==> src/rtl/mem_port_arbiter.sv <==
// Arbitrates one unified memory between fetch and load/store.
// Data access goes first, then fetch; the pipeline stalls until the step is done.
module mem_port_arbiter #(
    parameter int unsigned ADDR_W  = 32,
    parameter int unsigned DATA_W  = 32,
    parameter int unsigned TIMEOUT = 255
) (
    input  logic              clk_i,
    input  logic              rst_i,
    input  logic              if_req_i,
    input  logic [ADDR_W-1:0] if_addr_i,
    output logic [DATA_W-1:0] if_data_o,
    output logic              if_valid_o,
    input  logic              d_read_i,
    input  logic              d_write_i,
    input  logic [ADDR_W-1:0] d_addr_i,
    input  logic [DATA_W-1:0] d_wdata_i,
    output logic [DATA_W-1:0] d_rdata_o,
    output logic              d_valid_o,
    output logic              stall_o,
    output logic              err_o,
    output logic              mem_req_o,
    output logic              mem_we_o,
    output logic [ADDR_W-1:0] mem_addr_o,
    output logic [DATA_W-1:0] mem_wdata_o,
    input  logic [DATA_W-1:0] mem_rdata_i,
    input  logic              mem_ack_i
);

    typedef enum logic [1:0] {
        IDLE,
        D_BUSY,
        I_BUSY,
        DONE
    } state_t;

    // Last non-ack cycle before the counter would reach TIMEOUT
    localparam logic [15:0] TO_LIM = 16'(TIMEOUT - 1);

    state_t      state;
    logic [15:0] wait_cnt;
    logic        d_rd;
    logic        d_seen;
    logic        d_req;
    logic        to_hit;

    assign d_req  = d_read_i | d_write_i;
    assign to_hit = !mem_ack_i && (wait_cnt == TO_LIM);

    assign stall_o = (state == D_BUSY) || (state == I_BUSY) ||
                     ((state == IDLE) && (d_req || if_req_i));

    always_ff @(posedge clk_i) begin
        if (rst_i) begin
            state       <= IDLE;
            wait_cnt    <= '0;
            d_rd        <= 1'b0;
            d_seen      <= 1'b0;
            if_data_o   <= '0;
            if_valid_o  <= 1'b0;
            d_rdata_o   <= '0;
            d_valid_o   <= 1'b0;
            err_o       <= 1'b0;
            mem_req_o   <= 1'b0;
            mem_we_o    <= 1'b0;
            mem_addr_o  <= '0;
            mem_wdata_o <= '0;
        end else begin
            if_valid_o <= 1'b0;
            d_valid_o  <= 1'b0;
            unique case (state)
                IDLE: begin
                    if (d_req) begin
                        mem_req_o   <= 1'b1;
                        mem_we_o    <= d_write_i;
                        mem_addr_o  <= d_addr_i;
                        mem_wdata_o <= d_wdata_i;
                        d_rd        <= d_read_i & ~d_write_i;
                        wait_cnt    <= '0;
                        state       <= D_BUSY;
                    end else if (if_req_i) begin
                        mem_req_o  <= 1'b1;
                        mem_we_o   <= 1'b0;
                        mem_addr_o <= if_addr_i;
                        wait_cnt   <= '0;
                        state      <= I_BUSY;
                    end
                end
                D_BUSY: begin
                    if (mem_ack_i) begin
                        if (d_rd)
                            d_rdata_o <= mem_rdata_i;
                        mem_we_o <= 1'b0;
                        if (if_req_i) begin
                            mem_addr_o <= if_addr_i;
                            wait_cnt   <= '0;
                            d_seen     <= 1'b1;
                            state      <= I_BUSY;
                        end else begin
                            mem_req_o <= 1'b0;
                            d_valid_o <= 1'b1;
                            state     <= DONE;
                        end
                    end else if (to_hit) begin
                        // Abort: data kept, pending fetch skipped
                        mem_req_o <= 1'b0;
                        mem_we_o  <= 1'b0;
                        err_o     <= 1'b1;
                        d_valid_o <= 1'b1;
                        state     <= DONE;
                    end else begin
                        wait_cnt <= wait_cnt + 16'd1;
                    end
                end
                I_BUSY: begin
                    if (mem_ack_i || to_hit) begin
                        if (mem_ack_i)
                            if_data_o <= mem_rdata_i;
                        else
                            err_o <= 1'b1;
                        mem_req_o  <= 1'b0;
                        if_valid_o <= 1'b1;
                        d_valid_o  <= d_seen;
                        state      <= DONE;
                    end else begin
                        wait_cnt <= wait_cnt + 16'd1;
                    end
                end
                DONE: begin
                    d_seen <= 1'b0;
                    state  <= IDLE;
                end
                default: state <= IDLE;
            endcase
        end
    end

endmodule
==> config.mk <==
export PLATFORM = sky130hd
export DESIGN_NAME = mem_port_arbiter
export DESIGN_NICKNAME = d
export VERILOG_FILES = /design/src/rtl/mem_port_arbiter.sv
export SDC_FILE = /design/constraint.sdc
export NUM_CORES = 1
export LEC_CHECK = 0
export ABC_AREA = 1
export CORE_MARGIN = 8
export CORE_UTILIZATION = 47
export CTS_CLUSTER_DIAMETER = 60
export DETAILED_ROUTE_END_ITERATION = 6
export GPL_ROUTABILITY_DRIVEN = 0
export PLACE_DENSITY = 0.89
export REMOVE_ABC_BUFFERS = 1
export SYNTH_ARGS = -nofsm -noshare
export SYNTH_HDL_FRONTEND = slang
export SYNTH_SLANG_ARGS = --single-unit
==> constraint.sdc <==
create_clock -name clk_i -period 5.3 [get_ports clk_i]
set_clock_uncertainty 0.2 [all_clocks]
set_input_delay 1.06 -clock clk_i [delete_from_list [all_inputs] [get_ports clk_i]]
set_output_delay 1.06 -clock clk_i [all_outputs]
set_load 0.05 [all_outputs]
**Word level (Yosys, flattened, before mapping)**

Cells that the tools add are included.

- Mux-type cells: 41
- Add/sub/neg operators: 1
- Equality and inequality tests: 15
- Bitwise gates (word level): 4
- Reduce and logical (&&, ||, !) cells: 23

Operators with widths:

| cell | number |
|---|---|
| 32-bit 2-to-1 mux | 3 |
| 16-bit 2-to-1 mux | 5 |
| 32-bit one-hot mux with 2 select lines | 1 |
| 16-bit one-hot mux with 3 select lines | 1 |
| 1-bit 2-to-1 mux | 20 |
| 3-bit AND reduction | 6 |
| 16-bit by 1-bit adder with 16-bit output, second input constant | 1 |
| 16-bit by 8-bit == test with 1-bit output, second input constant | 1 |
| 2-bit != test, second input constant | 6 |
| 3-bit != test, second input constant | 4 |
| 2-bit 2-to-1 mux | 5 |
| 5-bit AND reduction | 2 |
| 1-bit one-hot mux with 2 select lines | 4 |
| 2-bit one-hot mux with 4 select lines | 1 |
| 2-bit nonzero test | 3 |
| 2-bit == test, second input constant | 2 |
| 1-bit logical OR | 4 |
| 2-bit AND reduction | 2 |
| 1-bit one-hot mux with 3 select lines | 1 |
| 3-bit nonzero test | 1 |
| 2-bit by 1-bit == test with 1-bit output, second input constant | 1 |
| 1-bit logical AND | 2 |
| 2-bit logical NOT | 1 |
| 2-bit by 1-bit != test with 1-bit output, second input constant | 1 |
| 5 further kinds | 6 |

- Bits of input ports: 134
- Register bits after elaboration: 153
- Logic and storage cells: 97
- Output and inout port bits: 134

**Logic depth before layout (Yosys ltp)**

Gate-level depths: netlist (run 1).

- Word-level depth: 5
- Gate-level depth with buffers: 13
- Depth with buffers taken out: 12

**Worst setup path before layout (run 1)**

No wires, ideal clock.

- Path kind: input-to-output
- Start: in if_req_i
- End: out stall_o
- Cell stages on the path: 3
- Buffers on the path: 1
- Data arrival time: 2375 ps
- Setup slack: 1665 ps
- Required time: 4040 ps
- Cells stage by stage: buf_2 -> nor2_2 -> o21ai_0

- Cells in the longest elaborated chain, start to end: 3

Ends and longest elaborated chain:

| what | line | source |
|---|---|---|
| start: declaration | 10 | `input logic if_req_i,` |
| 1-bit logical OR | 51 | `((state == IDLE) && (d_req \|\| if_req_i));` |
| 1-bit logical AND | 51 |  |
| 1-bit logical OR | 50 | `assign stall_o = (state == D_BUSY) \|\| (state == I_BUSY) \|\|` |
| end: declaration | 20 | `output logic stall_o,` |

No other way between the ends.

**Worst setup path in the final report (run 1)**

- Start: reg state[1]
- End: out stall_o

- Cells in the longest elaborated chain, start to end: 3

Ends and longest elaborated chain:

| what | line | source |
|---|---|---|
| start: declaration | 40 | `state_t state;` |
| start signal: assignment | 55 | `state <= IDLE;` |
| start signal: assignment | 80 | `state <= D_BUSY;` |
| start signal: assignment | 86 | `state <= I_BUSY;` |
| 2-bit by 1-bit == test with 1-bit output, or another cell as far along | 50 |  |
| 1-bit logical OR / 1-bit logical AND (equally long branches) | 50, 51 |  |
| 1-bit logical OR * | 50 |  |

Every way passes the cells marked *; elsewhere a longest branch is shown, timed or not.

==> results of run 1 <==
## cells by family (layout without fill, tap and decap cells)
group           Yosys count  in the layout
xor+xnor                  3              3
fa+ha+maj                 7              7
compound gates          244            244
buf+inv                 128            376
flops                   153            153
simple gates            414            414
## registers in the layout (all words and copies together) (netlist names)
register / flops
if_data_o: 32
mem_req_o: 1
if_valid_o: 1
d_rd: 1
mem_addr_o: 32
err_o: 1
mem_wdata_o: 32
d_valid_o: 1
d_seen: 1
mem_we_o: 1
d_rdata_o: 32
state: 2
wait_cnt: 16
## synthesized netlist by cell type (2+ instances only)
| library cell | n |
|---|---|
| nand2_1 | 171 |
| nor2_1 | 156 |
| dfxtp_1 | 153 |
| o21ai_0 | 109 |
| a21oi_1 | 89 |
| inv_1 | 59 |
| nand3_1 | 59 |
| clkbuf_1 | 35 |
| buf_2 | 20 |
| a211oi_1 | 19 |
| a211oi_2 | 13 |
| nand4_1 | 9 |
| ha_1 | 7 |
| inv_2 | 6 |
| nor2_2 | 6 |
| buf_4 | 4 |
| nand2_2 | 4 |
| nand2_4 | 3 |
| o21ai_1 | 3 |
| o21bai_1 | 3 |
| clkinv_1 | 2 |
| nor3_1 | 2 |
| o21ai_2 | 2 |
| xor2_1 | 2 |
## cell type report
type / instances / area [um2] / share of cell area, %
Clock inverter: 14 / 174 / 1.71
Sequential cell: 153 / 3060 / 30.2
Inverter: 67 / 251 / 2.48
Multi-Input combinational cell: 668 / 3250 / 32.1
Tap cell: 184 / 230 / 2.27
Timing Repair Buffer: 277 / 2740 / 27.0
Clock buffer: 18 / 429 / 4.23
## metal layers
metal	vias up	GRT usage (%)
li1	3589	-
met1	3407	26.7
met2	371	40.9
met3	73	7.31
met4	0	11.5
met5	-	0
## stage by stage
step,hold slack [ns],instance area [um2]
floorplan,0.243,6560
global placement,0.241,9540
detailed placement,0.242,9540
CTS,0.254,10100
global route,0.273,10100
finish,0.253,10100
## worst reg2reg max path, stage by stage (launching register included)
cell and delay, ns:
dfxtp_1 0.34, inv_1 0.10, ha_1 0.45, nand2_1 0.10, buf_4 0.26, inv_1 0.81, nor2_1 0.16, nor2_1 0.16
## layout by cell type, fill, tap and decap left out, drive strengths merged, types with 2 or more instances in the layout
cell type and count:
a21oi 90, o21ai 114, clkbuf 18, inv 66, nand4 9, clkinv 12
nor2 163, nand3 60, or2 2, clkdlybuf4s50 266, buf 11, nand2 178
o21bai 3, ha 7, bufinv 3, dfxtp 153, nor3 2, a211oi 32
xor2 2
## report_power, final
group	internal [mW]	total [mW]	switching (mW)
logic	0.903	2.90	2.00
registers	1.42	1.56	0.137
clock network	0.745	1.25	0.502
## worst min path at each step
stage	endpoint	slack, ns	depth (start not counted)
after floorplan	d_seen	0.24	2
after global placement	mem_addr_o[9]	0.24	2
after detailed placement	mem_addr_o[7]	0.24	2
after CTS	mem_addr_o[7]	0.25	2
after global routing	mem_addr_o[24]	0.27	2
final	mem_addr_o[8]	0.25	2
==> metrics, run 1 <==
Worst R2R End=if_data_o[25]; Critical R2R Launch=state[0]; Post-Syn Area=6840 um2; H-tree depth=4; Post-synth EDFFs=0; Ys Warns=0; Synth cell types=37; Largest stage delay, worst path=0.86 ns; DR iter-0 viols=648; crit path cell chain=inv_1 -> ha_1 -> clkinv_1 -> o21ai_0 -> clkdlybuf4s50_1; Crit. End Element=output port; actual transition at the worst max-transition pin=1.18 ns; layout cells sized above 1=6.85%; die footprint=18700 um2; Final period util=between 80% and 90%; DP Cell Count=~1300; GRT Resource Usage Total=24.0%; Avg WL per Cell=~17 um; largest net degree at the start of global routing=83; Finish-stage setup viols=0; DR vias=7440; Most used DFF post-synth=dfxtp_1; Max Cap Viol=0; Die Ht=137 um; HP Start=mem_addr_o[8]; vias per std cell=5.39; Async SR Flop Fraction=0%; fin crit period=4.28 ns; Worst setup endpoint=stall_o; Crit path max-delay family=buffers and inverters; Seq/Total Area, Yosys=44.8%; Critical path buffers and inverters=3; Post-Layout Cell Count=1381; simple-gate portion of the synthesized area=25.3%; Req. time, crit path=roughly 4 ns; power density cells=~560 nW/um2; post-DP HPWL=~16 mm; CP Launch Type=flop; Buffers on Ports=267; DR pass1 iterations=6; DR WL met2=roughly 11 mm; Longest Clk Path Bufs=2; fillcell total=1101; DR top layer=met4; Top-Level Pins=268; Core Footprint=14400 um2; final worst-path setup slack=1.02 ns; fmax=0.233 GHz; final setup TNS=0 ns; pre-CTS setup slack=1.16 ns; Fin. Hold Viols=0; status=complete, no violations; WS Path Type=flop to output port; initial antenna violation count=0; HP Class=flop to flop; Inserted Clock Buffers=17; Post-Synth XOR/XNOR Area=less than 1%; RSZ-0062 raised after global routing=no; Root Buffer=clkbuf_16; post-synth top area cell=dfxtp_1; row count=44; post-layout util=70.6%; diodes inserted=0; share of the synthesized area in the top cell type=44.8%; VDD IR max=363 uV; area grow syn2layout=48.2%; Routed WL=23.4 mm; Worst Path Max Fanout=14; Die X=~140 um; grt ovf=0; Worst Reg-to-Reg Cells=7; postcts setup bufs=0; Clock transition at path regs=0.06 ns; WP depth=5; CTS tree=yes; post-CTS resize count=0; slowest CP cell=clkdlybuf4s50_1; worst skew pair latency=roughly 0.43 ns; Hold Buf Count CTS=0; Synth Instances=949; metal3 WL=2.35 mm; Worst EP arrival=3.02 ns; average size of a mapped cell=slightly above 7 um2; Pins Over Slew Limit=0; vias in the first global route=~7100; CTS sink cnt=153; Synth area leaders=dfxtp_1 (45%), nand2_1 (9.4%), nor2_1 (8.6%), o21ai_0 (8.0%), a21oi_1 (6.5%); Compound-Gate Fraction of Synth Area=20.6%; Synth Area in Adders=1.28%; metal1 wirelength=8.90 mm; overall power=5.71 mW; main combinational cell family by area after synthesis=simple AND/OR/NAND/NOR gates; Final #Nets=~1300; Routed Antenna Nets=0; crit path from=state[1]; FF+latch count, synth=between 150 and 200; flop-to-flop setup slack=2.66 ns; multiplexer area fraction after synthesis=0%; global-route wire length before repair=35.8 mm; Starting Density=47.6%; normalized max-slew margin=21.3%; # DRC=0; Lkg Pwr=~3.8 nW
(Power assumes the default switching activity.)
==> run 2, diff against run 1 <==
--- a/config.mk
+++ b/config.mk
@@ -7,11 +7,11 @@
 export LEC_CHECK = 0
 export ABC_AREA = 1
 export CORE_MARGIN = 8
-export CORE_UTILIZATION = 47
+export CORE_UTILIZATION = 40
 export CTS_CLUSTER_DIAMETER = 60
 export DETAILED_ROUTE_END_ITERATION = 6
 export GPL_ROUTABILITY_DRIVEN = 0
-export PLACE_DENSITY = 0.89
+export PLACE_DENSITY = 0.81
 export REMOVE_ABC_BUFFERS = 1
 export SYNTH_ARGS = -nofsm -noshare
 export SYNTH_HDL_FRONTEND = slang
==> constraint.sdc (replaced) <==
create_clock -name clk_i -period 3.5 [get_ports clk_i]
set_clock_uncertainty 0.2 [all_clocks]
set_input_delay 0.7 -clock clk_i [delete_from_list [all_inputs] [get_ports clk_i]]
set_output_delay 0.7 -clock clk_i [all_outputs]
set_load 0.05 [all_outputs]
==> run 2 against run 1 <==
Critical path depth unchanged; combinational power increased by 52%; clock-buffer cell count unchanged; wire length decreased by 1.9%; clock power increased by 37%; non-clock buffer count increased by 6; first-iteration DRC count decreased by 33%; hold slack about the same.
==> metrics, run 2 (same netlist as run 1, synthesis figures left out) <==
DR top layer=met4; Final period util=84.8%; Pins Over Slew Limit=0; GRT Resource Usage Total=20.9%; WS Path Type=flop to output port; fin crit period=2.97 ns; Inserted Clock Buffers=17; metal1 wirelength=9.47 mm; worst skew pair latency=0.41 ns; DR pass1 iterations=5; area grow syn2layout=48.8%; Worst Path Max Fanout=14; power density cells=~830 nW/um2; Req. time, crit path=2.60 ns; CTS tree=yes; fillcell total=1540; Final #Nets=1331; DR WL met2=10.6 mm; post-CTS resize count=0; Avg WL per Cell=16.1 um; Root Buffer=clkbuf_16; Top-Level Pins=268; global-route wire length before repair=36.9 mm; # DRC=0; Starting Density=40.3%; Clock transition at path regs=0.06 ns; Fin. Hold Viols=0; DR vias=7211; Buffers on Ports=~270; fmax=roughly 0.34 GHz; post-DP HPWL=16.0 mm; CP Launch Type=flop; postcts setup bufs=0; worst hold slack=between 0.2 and 0.3 ns; actual transition at the worst max-transition pin=around 1.1 ns; H-tree depth=4; commonest non-fill, non-tap cell in the layout=clkdlybuf4s50_1; Core Footprint=17000 um2; Die X=147 um; Worst EP arrival=between 2 and 2.5 ns; final setup TNS=0 ns; RSZ-0062 raised after global routing=no; grt ovf=0; DR iter-0 viols=435; overall power=8.48 mW; normalized max-slew margin=26.5%; Lkg Pwr=slightly below 4 nW; metal3 WL=roughly 2.1 mm; Longest Clk Path Bufs=2; Max Cap Viol=0; vias in the first global route=7012; die footprint=21500 um2; initial antenna violation count=0; Hold Buf Count CTS=0; VDD IR max=roughly 480 uV; layout cells sized above 1=7.48%; most frequent cells in the layout=clkdlybuf4s50_1 (265), nand2_1 (171), nor2_1 (155); diodes inserted=0; row count=48; vias per std cell=5.05; Die Ht=147 um; Worst Reg-to-Reg Cells=7; status=complete, no violations; HP Class=flop to flop; Routed WL=23.0 mm; CTS sink cnt=153; hold path cells=2; Routed Antenna Nets=0; Crit. End Element=output port; largest net degree at the start of global routing=a little over 80; Finish-stage setup viols=0
[run 2: cell count changes in the layout (fill, tap and decap cells not counted)]
cell | before | now
clkinv_1 | 3 | 2
buf_4 | 10 | 16
inv_6 | 1 | 7
bufinv_16 | 3 | 0
inv_2 | 6 | 7
clkinvlp_4 | 0 | 1
buf_12 | 0 | 1
clkdlybuf4s50_1 | 266 | 265
clkinv_4 | 5 | 1
[run 2: worst paths after layout]
| kind | from | slack (ns) | end |
|---|---|---|---|
| setup / recovery | state[0] | 0.53 | stall_o |
| hold / removal | mem_addr_o[11] | 0.25 | mem_addr_o[11] |
| setup reg to reg | state[0] | 0.71 | mem_addr_o[23] |
| hold reg to reg | mem_addr_o[11] | 0.25 | mem_addr_o[11] |
[run 2: power breakdown]
| part | internal [mW] | switching (mW) |
|---|---|---|
| combinational | 1.40 | 3.01 |
| sequential | 2.16 | 0.204 |
| clock | 0.923 | 0.782 |
| total | 4.48 | 4.00 |
[run 2: worst max-delay path: stages (launching register included)]
cell,delay [ns]
dfxtp_1,0.39
inv_1,0.10
ha_1,0.64
clkinv_1,0.16
o21ai_0,0.18
buf_12,0.19
[run 2: area by class of cell]
type / count / area (um2) / area share, %
tap: 225 / 282 / 2.76
timing repair buffer: 283 / 2800 / 27.5
inverter: 67 / 251 / 2.47
multi-input combinational: 668 / 3250 / 31.9
sequential: 153 / 3060 / 30.1
clock inverter: 14 / 109 / 1.07
clock buffer: 18 / 429 / 4.21
[run 2: stage by stage]
step | std cells | instance area [um2] | setup slack, ns | utilization [%]
2_1_floorplan | 888 | 6560 | 0.488 | -
3_3_place_gp | 1396 | 9650 | 0.311 | 56.8
3_5_place_dp | 1396 | 9650 | 0.246 | 56.8
4_1_cts | 1428 | 10200 | 0.524 | 59.9
5_1_grt | 1428 | 10200 | 0.385 | 59.9
6_report | 1428 | 10200 | 0.531 | 59.9
[run 2: per-layer routing]
layer / GRT usage [%] / up-vias
met5: 0 / -
met4: 9.99 / 0
met3: 6.21 / 64
met2: 33.8 / 312
met1: 24.8 / 3232
li1: - / 3603
==> run 3, diff against run 2 <==
==> constraint.sdc (replaced) <==
create_clock -name clk_i -period 2.7 [get_ports clk_i]
set_clock_uncertainty 0.2 [all_clocks]
set_input_delay 0.54 -clock clk_i [delete_from_list [all_inputs] [get_ports clk_i]]
set_output_delay 0.54 -clock clk_i [all_outputs]
set_load 0.05 [all_outputs]
==> run 3 against run 2 <==
Register-to-register slack worse by 0.30 ns; wire length down 0.58%; hold slack worse by 0.00084 ns; clock power up 38%; critical path type is now input pin to output port.
==> metrics, run 3 (same netlist as run 1, synthesis figures left out) <==
status=complete, no violations; Largest stage delay, worst path=0.45 ns; Finish-stage setup viols=0; DR pass1 iterations=5; Req. time, crit path=1.96 ns; Routed WL=about 23 mm; GRT Resource Usage Total=20.6%; Avg WL per Cell=16.0 um; commonest non-fill, non-tap cell in the layout=clkdlybuf4s50_1; power density cells=around 1100 nW/um2; diodes inserted=0; overall power=around 11 mW; most frequent cells in the layout=clkdlybuf4s50_1 (265), nand2_1 (171), nor2_1 (155); fmax=0.387 GHz; slowest CP cell=clkdlybuf4s50_1; Root Buffer=clkbuf_16; Buffers on Ports=267; CTS tree=yes; row count=48; flop-to-flop setup slack=0.41 ns; Hold Buf Count CTS=0; crit path cell chain=clkdlybuf4s50_1 -> or2_4 -> nor2_2 -> o21ai_0 -> buf_12; postcts setup bufs=0; initial antenna violation count=0; DR iter-0 viols=between 500 and 600; Worst Path Max Fanout=5; VDD IR max=615 uV; Die Ht=147 um; RSZ-0062 raised after global routing=no; largest net degree at the start of global routing=83; Core Footprint=about 17000 um2; Crit path max-delay family=buffers and inverters; Lkg Pwr=3.91 nW; Final period util=95.7%; normalized max-slew margin=~31%; global-route wire length before repair=36.4 mm; DR vias=7280; part of the power in registers=27.2%; CP Launch Type=input pin; worst skew pair latency=between 0.4 and 0.5 ns; HP Class=flop to flop; # DRC=0; Final #Nets=1335; Inserted Clock Buffers=17; crit path from=d_write_i; Pins Over Slew Limit=0; grt ovf=0; area grow syn2layout=51.1%; fin crit period=2.58 ns; post-DP HPWL=16.3 mm; actual transition at the worst max-transition pin=around 1.0 ns; final worst-path setup slack=0.117 ns; switch share=45.7%; share of total power in combinational logic=51.9%; Die X=147 um; Worst EP arrival=between 1.5 and 2 ns; clock network power share=20.9%; HP Start=mem_addr_o[31]; Starting Density=40.3%; Critical R2R Launch=state[1]; post-CTS resize count=0; Crit. End Element=output port; Critical path buffers and inverters=2; Routed Antenna Nets=0; Max Cap Viol=0; Fin. Hold Viols=0; H-tree depth=4; Clock transition at path regs=0.06 ns; pre-CTS setup slack=0.113 ns; die footprint=21500 um2; vias in the first global route=7094; Top-Level Pins=268; CTS sink cnt=153; WS Path Type=input pin to output port; vias per std cell=approximately 5.1; layout cells sized above 1=7.79%; post-layout util=between 60% and 70%; sw power=~5.2 mW; P_int=6.12 mW; Longest Clk Path Bufs=2
run 3: cell types whose count changed in the layout (fill, tap and decap cells not counted), moves of 2 or more:
| cell | delta |
|---|---|
| buf_12 | +6 |
| buf_4 | -2 |
| clkbuf_8 | +4 |
| clkinv_2 | -3 |
| clkinv_4 | +2 |
| inv_6 | -2 |
run 3: path summary, 6_finish.rpt:
kind | to | depth (start not counted)
setup / recovery | stall_o | 5
hold / removal | mem_addr_o[31] | 2
setup reg to reg | wait_cnt[12] | 10
hold reg to reg | mem_addr_o[31] | 2
run 3: area by class of cell:
cell class | count | area (um2)
timing repair buffer | 287 | 2900
multi-input combinational | 668 | 3250
fill | 1519 | 6660
tap | 225 | 282
sequential | 153 | 3060
clock inverter | 10 | 105
clock buffer | 21 | 480
inverter | 67 | 251
run 3: tightest hold or removal path: stages, from the launching register on:
cell	delay [ns]
dfxtp_1	0.31
inv_1	0.05
a211oi_1	0.05
run 3: metal layers:
metal  part of all wire (%)  GRT usage [%]
met1                     42           23.7
met3                    7.5           6.06
met2                     47           34.1
met4                    3.5           10.7
met5                      0              0
run 3: per-stage QoR:
| stage | instances | TNS [ns] | hold WS [ns] | area [um2] |
|---|---|---|---|---|
| 6_report | 1431 | 0 | 0.252 | 10300 |
| 5_1_grt | 1431 | 0 | 0.266 | 10300 |
| 4_1_cts | 1431 | 0 | 0.255 | 10300 |
| 3_5_place_dp | 1400 | 0 | 0.246 | 9750 |
| 3_3_place_gp | 1400 | 0 | 0.240 | 9750 |
| 2_1_floorplan | 888 | -7.50 | 0.243 | 6560 |
run 3: power by group through the flow:
stage | clock network [mW] | registers (mW) | logic (mW)
after floorplan | 0 | 4.85 | 1.92
after global placement | 0 | 3.08 | 5.79
after detailed placement | 0 | 3.11 | 5.85
after CTS | 2.42 | 3.07 | 5.88
after global routing | 2.51 | 3.13 | 6.27
final | 2.36 | 3.06 | 5.85
